===== config.mk =====
export PLATFORM = sky130hd
export DESIGN_NAME = alu_slice_seq
export DESIGN_NICKNAME = d
export VERILOG_FILES = /design/src/rtl/alu_slice_seq.sv
export SDC_FILE = /design/constraint.sdc
export NUM_CORES = 1
export LEC_CHECK = 0
export CAP_MARGIN = 10
export CORE_UTILIZATION = 45
export DETAILED_ROUTE_END_ITERATION = 10
export HOLD_SLACK_MARGIN = 0.05
export PLACE_DENSITY = 0.72
export SLEW_MARGIN = 0
export SYNTH_ARGS = -nofsm -noshare
export SYNTH_HDL_FRONTEND = slang
export SYNTH_SLANG_ARGS = --single-unit

===== constraint.sdc =====
create_clock -name clk -period 6.3 [get_ports clk]
set_input_delay 0.945 -clock clk [delete_from_list [all_inputs] [get_ports clk]]
set_output_delay 0.945 -clock clk [all_outputs]
set_load 0.02 [all_outputs]

===== src/rtl/alu_slice_seq.sv =====
// Multi-cycle 74181-style ALU: one SLICE_W-bit slice per clock with a ripple carry register,
// valid/ready handshakes, accumulator operand path and zero/carry/overflow/equality flags.
module alu_slice_seq #(
  parameter int WIDTH   = 16,
  parameter int SLICE_W = 4
) (
  input  logic             clk,
  input  logic             rst,
  input  logic             in_valid,
  output logic             in_ready,
  input  logic [WIDTH-1:0] a,
  input  logic [WIDTH-1:0] b,
  input  logic [3:0]       sel,
  input  logic             mode,
  input  logic             cin,
  input  logic             acc_sel,
  output logic             out_valid,
  input  logic             out_ready,
  output logic [WIDTH-1:0] result,
  output logic             cout,
  output logic             ovf,
  output logic             zero,
  output logic             aeqb
);

  localparam int NSLICE = WIDTH / SLICE_W;
  localparam int IDX_W  = (NSLICE > 1) ? $clog2(NSLICE) : 1;

  typedef enum logic [1:0] {
    ST_IDLE = 2'd0,
    ST_RUN  = 2'd1,
    ST_DONE = 2'd2
  } state_t;

  state_t             state_r;
  state_t             state_s;
  logic [WIDTH-1:0]   a_r;
  logic [WIDTH-1:0]   b_r;
  logic [WIDTH-1:0]   result_r;
  logic [WIDTH-1:0]   result_s;
  logic [3:0]         sel_r;
  logic               mode_r;
  logic               carry_r;
  logic [IDX_W-1:0]   idx_r;
  logic               cout_r;
  logic               ovf_r;
  logic               zero_r;
  logic               aeqb_r;
  logic               accept_s;
  logic               last_s;
  logic [SLICE_W-1:0] slice_a_s;
  logic [SLICE_W-1:0] slice_b_s;
  logic [SLICE_W-1:0] slice_f_s;
  logic               slice_co_s;
  logic               slice_cm_s;

  // Returns {carry out of slice MSB, carry into slice MSB, F}; carries are 0 in logic mode.
  function automatic logic [SLICE_W+1:0] slice_calc(
    input logic [SLICE_W-1:0] a_i,
    input logic [SLICE_W-1:0] b_i,
    input logic [3:0]         s_i,
    input logic               m_i,
    input logic               c_i
  );
    logic [SLICE_W-1:0] f_v;
    logic               c_v;
    logic               c_prev_v;
    logic               x_v;
    logic               y_v;
    c_v      = m_i ? 1'b0 : c_i;
    c_prev_v = 1'b0;
    f_v      = {SLICE_W{1'b0}};
    for (int i = 0; i < SLICE_W; i++) begin
      x_v = a_i[i] | (s_i[0] & b_i[i]) | (s_i[1] & ~b_i[i]);
      y_v = a_i[i] & ((s_i[3] & b_i[i]) | (s_i[2] & ~b_i[i]));
      if (m_i) begin
        f_v[i]   = ~(x_v ^ y_v);
        c_prev_v = 1'b0;
        c_v      = 1'b0;
      end else begin
        f_v[i]   = x_v ^ y_v ^ c_v;
        c_prev_v = c_v;
        c_v      = (x_v & y_v) | (x_v & c_v) | (y_v & c_v);
      end
    end
    return {c_v, c_prev_v, f_v};
  endfunction

  assign in_ready  = (state_r == ST_IDLE) || ((state_r == ST_DONE) && out_ready);
  assign out_valid = (state_r == ST_DONE);
  assign result    = result_r;
  assign cout      = cout_r;
  assign ovf       = ovf_r;
  assign zero      = zero_r;
  assign aeqb      = aeqb_r;

  // Next-state decode and request acceptance.
  always_comb begin
    state_s  = state_r;
    accept_s = 1'b0;
    case (state_r)
      ST_IDLE: begin
        if (in_valid) begin
          accept_s = 1'b1;
          state_s  = ST_RUN;
        end else begin
          state_s  = ST_IDLE;
        end
      end
      ST_RUN: begin
        if (last_s) begin
          state_s = ST_DONE;
        end else begin
          state_s = ST_RUN;
        end
      end
      ST_DONE: begin
        if (out_ready && in_valid) begin
          accept_s = 1'b1;
          state_s  = ST_RUN;
        end else if (out_ready) begin
          state_s  = ST_IDLE;
        end else begin
          state_s  = ST_DONE;
        end
      end
      default: begin
        state_s = ST_IDLE;
      end
    endcase
  end

  // Current slice evaluation and the result word with that slice merged in.
  always_comb begin
    last_s    = (idx_r == IDX_W'(NSLICE - 1));
    slice_a_s = a_r[idx_r*SLICE_W +: SLICE_W];
    slice_b_s = b_r[idx_r*SLICE_W +: SLICE_W];
    {slice_co_s, slice_cm_s, slice_f_s} = slice_calc(slice_a_s, slice_b_s, sel_r, mode_r, carry_r);
    result_s  = result_r;
    result_s[idx_r*SLICE_W +: SLICE_W] = slice_f_s;
  end

  // State, operand latches, slice progress and flags; the result register doubles as accumulator.
  always_ff @(posedge clk) begin
    if (rst) begin
      state_r  <= ST_IDLE;
      a_r      <= {WIDTH{1'b0}};
      b_r      <= {WIDTH{1'b0}};
      result_r <= {WIDTH{1'b0}};
      sel_r    <= 4'd0;
      mode_r   <= 1'b0;
      carry_r  <= 1'b0;
      idx_r    <= {IDX_W{1'b0}};
      cout_r   <= 1'b0;
      ovf_r    <= 1'b0;
      zero_r   <= 1'b0;
      aeqb_r   <= 1'b0;
    end else begin
      state_r <= state_s;
      if (accept_s) begin
        a_r     <= acc_sel ? result_r : a;
        b_r     <= b;
        sel_r   <= sel;
        mode_r  <= mode;
        carry_r <= mode ? 1'b0 : cin;
        idx_r   <= {IDX_W{1'b0}};
      end else if (state_r == ST_RUN) begin
        result_r <= result_s;
        carry_r  <= slice_co_s;
        if (last_s) begin
          idx_r  <= {IDX_W{1'b0}};
          cout_r <= mode_r ? 1'b0 : slice_co_s;
          ovf_r  <= mode_r ? 1'b0 : (slice_cm_s ^ slice_co_s);
          zero_r <= (result_s == {WIDTH{1'b0}});
          aeqb_r <= (a_r == b_r);
        end else begin
          idx_r  <= idx_r + IDX_W'(1);
        end
      end
    end
  end

endmodule

==> qor.txt <==
Run status = completed
Crit-path slowest cell = mux4_2
First-pass GRT wire length = 13390 um
Hold Path Class = flop to flop
Postcts setup bufs = 0
Fill count = 673
Leak Pwr = 1.565 nW
Initial antenna violation count = 0
Number of flops mapped to enable cells by yosys = 0
Synth Area per Inst = 8.917 um2
Worst Tran Pin Value = 1122 ps
R2R cell count = 15
Layout area overhead = 26.51%
Hold_buf cts = 0
Cell Pwr Density = 235.2 nW/um2
Peak supply drop = 0.0001034 V
Tmin final = 4570 ps
Chip Width = 88.66 um
Via density = 5.454
Arr. time, crit path = 4860 ps
Hold Path Stages = 2
Main flop type after synthesis = dfxtp_1
Gr usage total = 22.89%
Die Y = 88.66 um
Vias in the first global route = 2647
Largest net degree at the start of global routing = 64
Max FO, Critical Path = 16
RSZ-0062 raised after global routing = false
Drt wl/cell = 15.58 um
Area occupied by registers = 1241 um2
Area occupied by multi-input gates = 2008 um2
Slew Viols, Final = 0
Placed Cells = 521
Worst EP required = 6590 ps
Net Count, Synth = 436
CTS clk-pin slew, worst paths = 80 ps
Clk buf depth = 2
Max-capacitance violation count = 0
Final instance area = 4275 um2
Slew HR = 25.23%
# port buffers = 64
Top-level I/O count = 65
FF-to-FF setup slack = 1730 ps
Clock root buffer master = clkbuf_8
Startpoint type of the worst setup path = flop
Vias post-DR = 2929
Period utilisation layout = 72.54%
Clk Latency, worst-skew pair = 350 ps
DRC = 0
Nets = 490
CTS tree = built
Worst r2r src = idx_r[0]
Resized cells post-CTS = 0
Post-layout util = 58.94%
Min-delay src = aeqb
Ys Warns = 0
Final clock skew = 11.98 ps
Critical setup path kind = flop to flop
Initial core utilization = 46.59%
Setup TNS = 0 ps
Clock sink count = 62
Dpl hpwl = 6169 um
Crit. End Element = flop
Cell mode on critical path = fa_1
Initial DRT Pass Iterations = 5
Post-synthesis sequential area ratio = 36.73%
Delay of the slowest critical-path stage = 580 ps
Row count = 31
Min-Delay Endpoint = aeqb
Die area = 7861 um2
Gr ovfl total = 0
Commonest cells after routing, fill and taps aside = clkdlybuf4s50_1 (63), dfxtp_1 (62), nand2_1 (53), nor2_1 (45), a21oi_1 (30)
Final Wtd Congestion = 0.8446
Post-Route WL = 8367 um
Fin cells = 537
Synth cell types = 45
Max Fclk = 218.8 MHz
Share of flip-flops with an asynchronous set or reset = 0%
Remaining antenna violation count = 0
Commonest non-fill, non-tap cell in the layout = clkdlybuf4s50_1
Cell chain of the critical path = buf_4 -> mux4_2 -> mux2i_1 -> nor2b_1 -> fa_1 -> or2_2 -> fa_1 -> nor2_1 -> fa_1 -> nor2b_1 -> fa_1 -> o31ai_1 -> nand2_1 -> a2111oi_2 -> a31o_1
Mapped Cells = 379
Number of synthesized register bits = 62
Initial DRC count = 139
Fin. Hold Viols = 0
Max H-tree Level = 3
Terminus of the critical flop-to-flop path = zero
Layout cell share with drive strength beyond 1 = 8.447%
Mapped Area = 3379 um2
Core ar. = 7253 um2
Cts bufs inserted = 9
Setup Viol. Count Final = 0
Ant diodes = 0
Placed inst area = 4061 um2
-- worst max-delay path: cells and delay by family, from the launching register on --
family | cells | cell delay, ps
adders and majority gates | 4 | 1540
and+or+nand+nor | 5 | 890
AOI/OAI and AO/OA | 3 | 790
muxes | 2 | 710
DFF | 1 | 320
buffers and inverters | 1 | 260
-- kinds of logic (layout without fill, tap and decap cells) --
group | count (synthesis) | in the layout | share of synthesized area (%)
xor+xnor | 17 | 17 | 4.406
mux | 31 | 31 | 12.14
simple gates | 141 | 141 | 20.36
flops | 62 | 62 | 36.73
fa+ha+maj | 14 | 14 | 6.072
buf+inv | 33 | 92 | 4.220
compound gates | 81 | 81 | 16.07
-- power by group --
| group | total (mW) | leakage [nW] | internal, mW | switching (mW) |
|---|---|---|---|---|
| sequential | 0.438 | 0.507 | 0.412 | 0.0254 |
| clock | 0.382 | 0.106 | 0.222 | 0.160 |
| combinational | 0.186 | 0.952 | 0.0913 | 0.0942 |
-- Yosys cell counts, drive strengths merged (2+ instances only) --
master | number | share of area, %
a211o | 2 | 0.52
a211oi | 18 | 4.0
a21oi | 30 | 4.4
a22oi | 16 | 3.6
buf | 11 | 1.8
clkbuf | 12 | 1.3
dfxtp | 62 | 37
fa | 4 | 2.4
ha | 10 | 3.7
inv | 10 | 1.1
mux2i | 23 | 6.8
mux4 | 8 | 5.3
nand2 | 53 | 5.9
nand2b | 5 | 0.93
nand3 | 3 | 0.44
nand3b | 2 | 0.44
nand4 | 5 | 0.93
nor2 | 45 | 5.0
nor2b | 12 | 2.2
nor3 | 3 | 0.44
nor4 | 5 | 0.93
nor4b | 2 | 0.96
o211ai | 2 | 0.59
o21ai | 4 | 0.70
o31ai | 2 | 0.44
xnor2 | 17 | 4.4
-- stage by stage --
step           power [mW]  hold WS [ps]  setup slack (ps)
6_report            1.006         458.5              1730
4_1_cts             1.011         454.6              1712
5_1_grt             1.050         501.9              1415
3_3_place_gp       0.6278         441.9              1857
3_5_place_dp       0.6312         445.8              1749
2_1_floorplan      0.5682         458.6              2029
-- per-layer routing --
| metal | vias to the layer above | GRT usage (%) | share of wire, % |
|---|---|---|---|
| met3 | 13 | 5.131 | 5.9 |
| met5 | - | 0 | 0 |
| li1 | 1451 | - | - |
| met4 | 0 | 7.771 | 2.0 |
| met2 | 98 | 36.85 | 48 |
| met1 | 1367 | 30.35 | 44 |
-- layout make-up --
class | count | area share (%)
Clock inverter | 6 | 2.019
Tap cell | 99 | 2.897
Clock buffer | 10 | 2.985
Multi-Input combinational cell | 284 | 46.97
Sequential cell | 62 | 29.03
Timing Repair Buffer | 66 | 15.22
Inverter | 10 | 0.8780
-- state kept, by name (all words and copies together), names as in the netlist --
register / cells
carry_r: 1
idx_r: 2
zero: 1
aeqb: 1
state_r: 2
b_r: 16
a_r: 16
cout: 1
sel_r: 4
result: 16
mode_r: 1
ovf: 1
-- worst max-delay path by stage --
stage                         from    to  slack, ps
final                     idx_r[0]  zero       1730
after global routing      idx_r[0]  zero       1420
after CTS                 idx_r[0]  zero       1710
after detailed placement  idx_r[0]  zero       1750
after global placement    idx_r[0]  zero       1860
after floorplan           idx_r[0]  zero       2030
Note: power is estimated with default switching activity, not from simulation.
